$ cat src/rtl/pll_reset_ctrl.sv
// pll_reset_ctrl: sequences the SNES main clock PLL and derives the core reset.
//   Holds the PLL in reset, waits for lock (retrying on timeout), debounces
//   lock, then releases the core. A loss of lock while running restarts the
//   sequence.
// Optional feature macro: PLL_FAIL_HALT_EN (halt in FAIL after MAX_RETRY timeouts).
// Ports:
//   clkin      in   27 MHz board clock, rising edge
//   reset      in   asynchronous active-high block reset
//   lock       in   PLL lock, asynchronous to clkin
//   pll_reset  out  active-high PLL reset
//   sys_reset  out  active-high SNES core reset
//   ready      out  high while running
//   fail       out  high while halted after too many timeouts
//   retries    out  lock timeouts since reset, saturating at 15
module pll_reset_ctrl #(
    parameter int unsigned RST_CYCLES   = 16,
    parameter int unsigned LOCK_TIMEOUT = 65536,
    parameter int unsigned LOCK_STABLE  = 1024,
    parameter int unsigned MAX_RETRY    = 4
) (
    input  logic       clkin,
    input  logic       reset,
    input  logic       lock,
    output logic       pll_reset,
    output logic       sys_reset,
    output logic       ready,
    output logic       fail,
    output logic [3:0] retries
);

    localparam int unsigned CNT_MAX_A = (RST_CYCLES > LOCK_TIMEOUT) ? RST_CYCLES : LOCK_TIMEOUT;
    localparam int unsigned CNT_MAX   = (CNT_MAX_A > LOCK_STABLE) ? CNT_MAX_A : LOCK_STABLE;
    localparam int unsigned CW        = (CNT_MAX > 2) ? $clog2(CNT_MAX) : 1;

    // Elaboration-time parameter range checks
    if (RST_CYCLES < 2) begin : g_chk_rst
        $error("RST_CYCLES must be at least 2");
    end
    if (MAX_RETRY < 1 || MAX_RETRY > 15) begin : g_chk_retry
        $error("MAX_RETRY must be within 1..15");
    end

    typedef enum logic [2:0] {
        S_HOLD   = 3'd0,
        S_WAIT   = 3'd1,
        S_STABLE = 3'd2,
`ifdef PLL_FAIL_HALT_EN
        S_FAIL   = 3'd4,
`endif
        S_RUN    = 3'd3
    } state_t;

    state_t          state_q, state_d;
    logic [CW-1:0]   cnt_q, cnt_d;
    logic [3:0]      retries_d;
    logic            lock_m, lock_s;

    // Two-flop synchronizer for the asynchronous lock input
    always_ff @(posedge clkin or posedge reset) begin
        if (reset) begin
            lock_m <= 1'b0;
            lock_s <= 1'b0;
        end else begin
            lock_m <= lock;
            lock_s <= lock_m;
        end
    end

    // State, shared counter, retry count and registered outputs
    always_ff @(posedge clkin or posedge reset) begin
        if (reset) begin
            state_q   <= S_HOLD;
            cnt_q     <= '0;
            retries   <= 4'd0;
            pll_reset <= 1'b1;
            sys_reset <= 1'b1;
            ready     <= 1'b0;
        end else begin
            state_q   <= state_d;
            cnt_q     <= cnt_d;
            retries   <= retries_d;
            // Outputs decode the next state so they move with the state register
`ifdef PLL_FAIL_HALT_EN
            pll_reset <= (state_d == S_HOLD) || (state_d == S_FAIL);
`else
            pll_reset <= (state_d == S_HOLD);
`endif
            sys_reset <= (state_d != S_RUN);
            ready     <= (state_d == S_RUN);
        end
    end

`ifdef PLL_FAIL_HALT_EN
    always_ff @(posedge clkin or posedge reset) begin
        if (reset) begin
            fail <= 1'b0;
        end else begin
            fail <= (state_d == S_FAIL);
        end
    end
`else
    assign fail = 1'b0;
`endif

    // Next-state decode
    always_comb begin
        state_d   = state_q;
        cnt_d     = cnt_q + CW'(1);
        retries_d = retries;
        case (state_q)
            S_HOLD: begin
                if (cnt_q == CW'(RST_CYCLES - 1)) state_d = S_WAIT;
            end
            S_WAIT: begin
                // Lock seen in the timeout cycle wins over the timeout
                if (lock_s) begin
                    state_d = S_STABLE;
                end else if (cnt_q == CW'(LOCK_TIMEOUT - 1)) begin
                    if (retries != 4'd15) retries_d = retries + 4'd1;
                    state_d = S_HOLD;
`ifdef PLL_FAIL_HALT_EN
                    if (retries_d == 4'(MAX_RETRY)) state_d = S_FAIL;
`endif
                end
            end
            S_STABLE: begin
                // A drop on the final debounce cycle still returns to WAIT
                if (!lock_s) begin
                    state_d = S_WAIT;
                end else if (cnt_q == CW'(LOCK_STABLE - 1)) begin
                    state_d = S_RUN;
                end
            end
            S_RUN: begin
                if (!lock_s) state_d = S_HOLD;
            end
`ifdef PLL_FAIL_HALT_EN
            S_FAIL: begin
                cnt_d = cnt_q;
            end
`endif
            default: state_d = S_HOLD;
        endcase
        if (state_d != state_q) cnt_d = '0;
    end

endmodule

$ cat config.mk
export PLATFORM = sky130hd
export DESIGN_NAME = pll_reset_ctrl
export DESIGN_NICKNAME = d
export VERILOG_FILES = /design/src/rtl/pll_reset_ctrl.sv
export SDC_FILE = /design/constraint.sdc
export NUM_CORES = 1
export LEC_CHECK = 0
export ABC_AREA = 1
export CORE_UTILIZATION = 40
export DETAILED_ROUTE_END_ITERATION = 16
export GPL_TIMING_DRIVEN = 0
export MAX_ROUTING_LAYER = met4
export REMOVE_ABC_BUFFERS = 1
export SYNTH_ARGS = -nofsm -noshare
export SYNTH_HDL_FRONTEND = slang
export SYNTH_SLANG_ARGS = --single-unit
$ cat constraint.sdc
create_clock -name clkin -period 3.2 [get_ports clkin]
set_input_delay 0.64 -clock clkin [delete_from_list [all_inputs] [get_ports clkin]]
set_output_delay 0.64 -clock clkin [all_outputs]
set_load 0.005 [all_outputs]
### After elaboration in Yosys (flattened, before gate mapping)

Cells that the tools add are included.

| storage, ports and cells | value |
|---|---|
| register bits after elaboration | 28 |
| output and inout bits | 8 |
| logic and storage cells | 32 |

| cells by class | value |
|---|---|
| bitwise operators | 1 |
| multiplexer cells | 8 |
| $add $sub $neg | 2 |
| equal/unequal tests | 10 |
| reduce and logical (&&, ||, !) cells | 3 |

Operators by type and width:

| operator | number |
|---|---|
| $mux W3 | 6 |
| $add A16 B1 Y16 const B | 1 |
| $eq A16 B10 Y1 const B | 1 |
| $eq A16 B16 Y1 const B | 1 |
| $eq A16 B4 Y1 const B | 1 |
| $mux W16 | 1 |
| $pmux W3 S4 | 1 |
| $eq A3 B2 Y1 const B | 3 |
| $logic_not A3 Y1 | 2 |
| $add A4 B1 Y4 const B | 1 |
| $ne A4 B4 Y1 const B | 1 |
| $reduce_and A4 Y1 | 1 |
| $eq A3 B1 Y1 const B | 1 |
| $ne A3 B2 Y1 const B | 1 |
| $ne A3 B3 Y1 | 1 |
| $not A1 Y1 | 1 |

### Longest topological paths before layout

Gate-level depths: netlist of the first run.

| depth | value |
|---|---|
| depth after elaboration | 6 |
| mapped depth | 12 |
| mapped depth without buffers | 11 |

### Worst setup path after synthesis of the first run

No wires, ideal clock.

| path | value |
|---|---|
| path kind | register to register |
| start | register cnt_q[0] |
| end | register cnt_q[7] |
| arrival time | 1.537 ns |
| cell stages (with the launch flop) | 11 |
| path slack | 1.540 ns |
| library setup time | 0.122 ns |
| data required time | 3.078 ns |
| path through | dfrtp_1 -> ha_1 -> nand3_1 -> nor2_1 -> nand2_1 -> nand2_1 -> a21oi_1 -> nand3_2 -> nand3_2 -> buf_6 -> nor2_2 |

| on the way | value |
|---|---|
| longest elaborated chain between the ends | 6 |
| elaborated cells between the ends (all ways) | 12 |
| those cells by class | add/sub: 1; eq/ne: 4; mux: 7 |

Ends and longest elaborated chain:

| element | line | text |
|---|---|---|
| start: declaration | 54 | `logic [CW-1:0] cnt_q, cnt_d;` |
| start signal: assignment | 80 | `cnt_q <= cnt_d;` |
| $eq A16 B10 Y1 or $eq A16 B16 Y1 (tied branches) | 130, 118 |  |
| $mux W3, on equally long branches | 130, 118 |  |
| $mux W3, on equally long branches | 128, 116 |  |
| $pmux W3 S4 | 110 | `case (state_q)` |
| $ne A3 B3 Y1 | 144 | `if (state_d != state_q) cnt_d = '0;` |
| $mux W16 * | 144 |  |
| net cnt_d[7] | 54 |  |

Mark *: on every way through the listed nets, which the timed path passes. The rest lies on a longest branch.
A chain may end at the register's enable or synchronous reset.

### Worst setup path in the final report of the first run

| path | value |
|---|---|
| start | register cnt_q[0] |
| end | register cnt_q[4] |

The elaborated chain is that of the path after synthesis.

==> results_dict.tcl, run 1 <==
set metrics [dict create \
    num-fill-cells 334 \
    grt-ovfl-total 0 \
    critPathTopFamily "simple AND/OR/NAND/NOR gates" \
    rsz0062_at_grt "false" \
    syn_area_per_cell_um2 8.87 \
    root_buffer "clkbuf_8" \
    leakage_nw 0.759 \
    cts.reportedPaths.clkPinSlew_ns 0.09 \
    clock_path_buffers 2 \
    ys_ff_latch 28 \
    core_area_um2 3440 \
    syn-instance-count 167 \
    portBuffers 9 \
    grt_pass1_wl_um 4330 \
    ys_seq_area_share_pct 47.5 \
    finClkSkew_ns 0.00395 \
    drive_gt1_share_pct 19.0 \
    synth_commonest_cells "30 x nand2_1, 26 x dfrtp_1, 24 x nor2_1, 20 x inv_1, 12 x nor2_2" \
    grt_pass1_vias 1035 \
    drv_slew 0 \
    clock-sinks 28 \
    cts_resized 0 \
    setup_viol 0 \
    slew_headroom_pct 30.6 \
    period_needed_ns 2.03 \
    status "completed" \
    clk_latency_ns 0.27 \
    path_cells "ha_1 -> nand3_1 -> nor2_1 -> nand2_1 -> nand2_1 -> a21oi_1 -> nand3_2 -> nand3_2 -> nor2_1" \
    rows 21 \
    fin_crit_sh_pct 63.3 \
    pin_count 11 \
    start_kind "flop" \
    synth_top_area_share_pct 43.9 \
    hold_class "flop to flop" \
    fp.dieW_um 62.9 \
    final_hold_viol_count 0 \
    end_kind "flop" \
    fin_setup_tns_ns 0 \
    cts-htree-levels 1 \
    die_area_um2 3950 \
    synth_area_leaders "dfrtp_1 44%, nand2_1 7.6%, nor2_1 6.1%, xor2_1 5.9%, inv_1 5.1%" \
    gr-usage-all-layers_pct 14.1 \
    num_vias 1032 \
    hold_buffers 0 \
    required_ns 3.39 \
    grt_max_degree 29 \
    cts_buffers 3 \
    synth_top_cell_by_area "dfrtp_1" \
    viasPerCell 4.59 \
    die-height_um 62.9 \
    critical_path.max_fanout 16 \
    wirelength_um 2360 \
    worstPathArrival_ns 2.21 \
    ant_nets 0 \
    finalNetCount 185 \
    hpwl_um 1810 \
    dr.pass1.iters 4 \
    areaGrowthSynthToFinish_pct 12.7 \
    cp_slowest_cell "dfrtp_1" \
    synth_most_common_cell "nand2_1" \
    fmax_ghz 0.493 \
    yosysUniqueCellTypes 27 \
    yosysWarnings 0 \
    power_density_nw_per_um2 362 \
    path_class "flop to flop" \
    yosys_most_used_dff "dfrtp_1" \
    synth_edf_count 0 \
    critPathBufInv 0 \
    gp_congestion 0.783 \
    first_iter_violations 37 \
    cts_setup_buffers 0 \
    antenna_cells 0 \
    initial_core_util_pct 43.0 \
    power.total_mw 0.604 \
    wire_per_inst_um 10.5 \
    antenna_found_initial 0 \
    worst_slew_pin_slew_ns 1.04 \
    synth_area_um2 1480 \
    critPathMaxStageDelay_ns 0.39 \
    synth-async-reset-ratio_pct 100 \
    cap_violations 0 \
    peakVddDrop_mv 0.316 \
    cts_tree "yes" \
    drcViolationCount 0 \
]
cell families (layout without fill, tap and decap cells):
| family | after synthesis | count (layout) | synth area share [%] |
|---|---|---|---|
| simple gates | 90 | 90 | 32.3 |
| flops | 28 | 28 | 47.5 |
| buf+inv | 24 | 35 | 6.84 |
| xor+xnor | 15 | 15 | 8.87 |
| compound gates | 7 | 7 | 2.62 |
| fa+ha+maj | 2 | 2 | 1.69 |
| other cells | 1 | 2 | 0.253 |
registers in the layout, indices dropped and copies added (netlist names):
name,flops
cnt_q,16
lock_m,1
pll_reset,1
lock_s,1
sys_reset,1
retries,4
state_q,3
ready,1
path summary, 6_finish.rpt:
kind / start / end / slack [ns] / depth (start not counted)
min: lock_m / lock_s / 0.35 / 0
min in group asynchronous: reset / cnt_q[4] / 0.92 / 2
max reg2reg: cnt_q[0] / cnt_q[4] / 1.17 / 9
min reg2reg: lock_m / lock_s / 0.35 / 0
max in group asynchronous: reset / retries[3] / 1.66 / 2
max: cnt_q[0] / cnt_q[4] / 1.17 / 9
stage by stage:
step	cell area, um^2	cells	setup slack (ns)	hold slack, ns	utilization, %
2_1_floorplan	1470	166	1.51	0.331	-
5_1_grt	1670	225	0.935	0.363	48.5
3_3_place_gp	1610	221	1.26	0.337	46.9
6_report	1670	225	1.17	0.354	48.5
3_5_place_dp	1610	221	1.19	0.335	46.9
4_1_cts	1670	225	1.17	0.356	48.5
cell usage in the layout, fill, tap and decap left out:
cell type / n
nand4_1: 1
nor2_1: 24
nor4_4: 1
nor2_2: 12
nor2_4: 3
nor3_1: 3
clkbuf_8: 4
conb_1: 2
nor4_1: 1
and3_1: 1
clkdlybuf4s50_1: 9
o21ai_2: 1
xor2_1: 10
a21oi_1: 2
nor3_2: 1
xnor2_1: 5
dfstp_2: 2
nand2_2: 4
inv_2: 2
nand2_1: 30
ha_1: 2
inv_1: 20
nand4_4: 1
o21ai_0: 4
nand3_2: 3
dfrtp_1: 26
nand3_1: 5
per-layer routing:
layer	routed length, um	GRT usage (%)
met3	66	3.83
met2	1150	22.8
met1	1130	17.4
met4	10	3.49
met5	0	-
where the power goes:
part           internal [mW]  switching (mW)  total (mW)  leakage (nW)
sequential             0.359         0.00454       0.364         0.375
clock                  0.110           0.103       0.213        0.0288
combinational        0.00765          0.0199      0.0275         0.355
area by class of cell:
cell class / count / area, um^2 / area share, %
clock buffer: 4 / 55.1 / 3.30
timing repair buffer: 9 / 90.1 / 5.40
sequential: 28 / 703 / 42.1
inverter: 22 / 82.6 / 4.95
tap: 46 / 57.6 / 3.45
multi-input combinational: 116 / 681 / 40.8
No activity file was read; power rests on OpenSTA's default activity.
==> run 2: changes to the inputs <==
clock period = 2.11 ns   (was 3.2 ns; I/O delays follow)
==> run 2 against run 1 <==
  * Register-to-register slack worse by 0.95 ns
  * Global-route usage did not move
  * Sequential share of layout area is 0.19 points lower
  * Via count grew 0.78%
  * Die area unchanged
  * First-iteration DRC count rose by 32%
  * Clock-buffer cell count unchanged
  * Clock power is 52% higher
  * Worst hold slack hardly changed
  * Largest power group unchanged
==> results_dict.tcl, run 2 (synthesis gave the netlist of run 1 again) <==
set metrics [dict create \
    final_cell_mix "30 x nand2_1, 26 x dfrtp_1, 24 x nor2_1" \
    worst_slew_pin_slew_ns 1.04 \
    fin_setup_tns_ns 0 \
    start_kind "flop" \
    critical_path.max_fanout 16 \
    dp.cells 221 \
    wirelength_um 2360 \
    rows 21 \
    drive_gt1_share_pct 19.0 \
    cts_tree "yes" \
    antenna_cells 0 \
    power.total_mw 0.918 \
    grt_max_degree 29 \
    worstPathArrival_ns 2.08 \
    required_ns 2.30 \
    grt_pass1_vias 1035 \
    grt_pass1_wl_um 4330 \
    slew_headroom_pct 30.8 \
    clock-sinks 28 \
    finClkSkew_ns 0.00404 \
    grt-ovfl-total 0 \
    clock_path_buffers 2 \
    gp_congestion 0.783 \
    areaGrowthSynthToFinish_pct 13.2 \
    antenna_found_initial 0 \
    hold_class "flop to flop" \
    num_vias 1040 \
    pin_count 11 \
    path_class "flop to flop" \
    reg_top3 "cnt_q x16, retries x4, state_q x3" \
    drcViolationCount 0 \
    die_area_um2 3950 \
    final_hold_viol_count 0 \
    fp.dieW_um 62.9 \
    hold_buffers 0 \
    finalNetCount 185 \
    first_iter_violations 49 \
    root_buffer "clkbuf_8" \
    power_density_nw_per_um2 547 \
    leakage_nw 0.760 \
    peakVddDrop_mv 0.479 \
    setup_viol 0 \
    fin_crit_sh_pct 89.3 \
    cts_setup_buffers 0 \
    rsz0062_at_grt "false" \
    core_area_um2 3440 \
    largest_reg_flops 16 \
    hpwl_um 1810 \
    wire_per_inst_um 10.5 \
    final_cells 225 \
    portBuffers 9 \
    period_needed_ns 1.88 \
    final_common_cell "nand2_1" \
    viasPerCell 4.62 \
    cts.reportedPaths.clkPinSlew_ns 0.09 \
    drv_slew 0 \
    ant_nets 0 \
    cts-htree-levels 1 \
    fmax_ghz 0.531 \
    regMostFlops "cnt_q" \
    whs_ns 0.354 \
    dr.pass1.iters 4 \
    cap_violations 0 \
    initial_core_util_pct 43.0 \
    die-height_um 62.9 \
    status "completed" \
    clk_latency_ns 0.27 \
    end_kind "flop" \
    cts_buffers 3 \
    gr-usage-all-layers_pct 14.1 \
    cts_resized 0 \
]
[run 2: area by class of cell]
cell class,instances,area [um^2]
clock buffers,4,55.1
fillers,332,1770
inverters,22,82.6
multi-input cells,116,688
flip-flops and latches,28,703
well taps,46,57.6
repair buffers,9,90.1
[run 2: report_power, final]
group / internal, mW / switching, mW
Clock: 0.167 / 0.156
Combinational: 0.0124 / 0.0307
Sequential: 0.544 / 0.00690
Total: 0.724 / 0.194
[run 2: metrics by stage]
step | setup slack, ns | utilization, % | instance area [um^2]
2_1_floorplan | 0.416 | - | 1470
3_3_place_gp | 0.168 | 46.9 | 1610
3_5_place_dp | 0.0956 | 46.9 | 1610
4_1_cts | 0.0831 | 48.5 | 1670
5_1_grt | 0.0349 | 48.7 | 1680
6_report | 0.225 | 48.7 | 1680
[run 2: per-layer routing]
layer	vias to the layer above	wire length [um]	GRT usage [%]
li1	534	-	-
met1	486	1120	17.4
met2	18	1130	22.8
met3	2	96	3.83
met4	0	10	3.49
met5	-	0	-
[run 2: worst paths after layout]
check,startpoint,to,slack (ns),cells after the start
worst min register to register,lock_m,lock_s,0.35,0
worst min-delay path,lock_m,lock_s,0.35,0
worst max register to register,cnt_q[0],cnt_q[4],0.23,10
min in group asynchronous,reset,cnt_q[4],0.70,2
worst max-delay path,cnt_q[0],cnt_q[4],0.23,10
max in group asynchronous,reset,retries[3],0.79,2
[run 2: worst max-delay path: stages, from the launching register on]
cell	delay, ns
dfrtp_1	0.41
ha_1	0.24
nand3_1	0.18
nor2_1	0.10
nand2_1	0.07
nand2_1	0.07
nand2_1	0.06
nand2_1	0.06
o21ai_2	0.18
nand3_4	0.25
nor2_1	0.19
==> run 3: changes to the inputs <==
CAP_MARGIN = 10   (was unset)
==> results of run 3 <==
The final DEF is identical to that of run 2; final timing and power are the same.
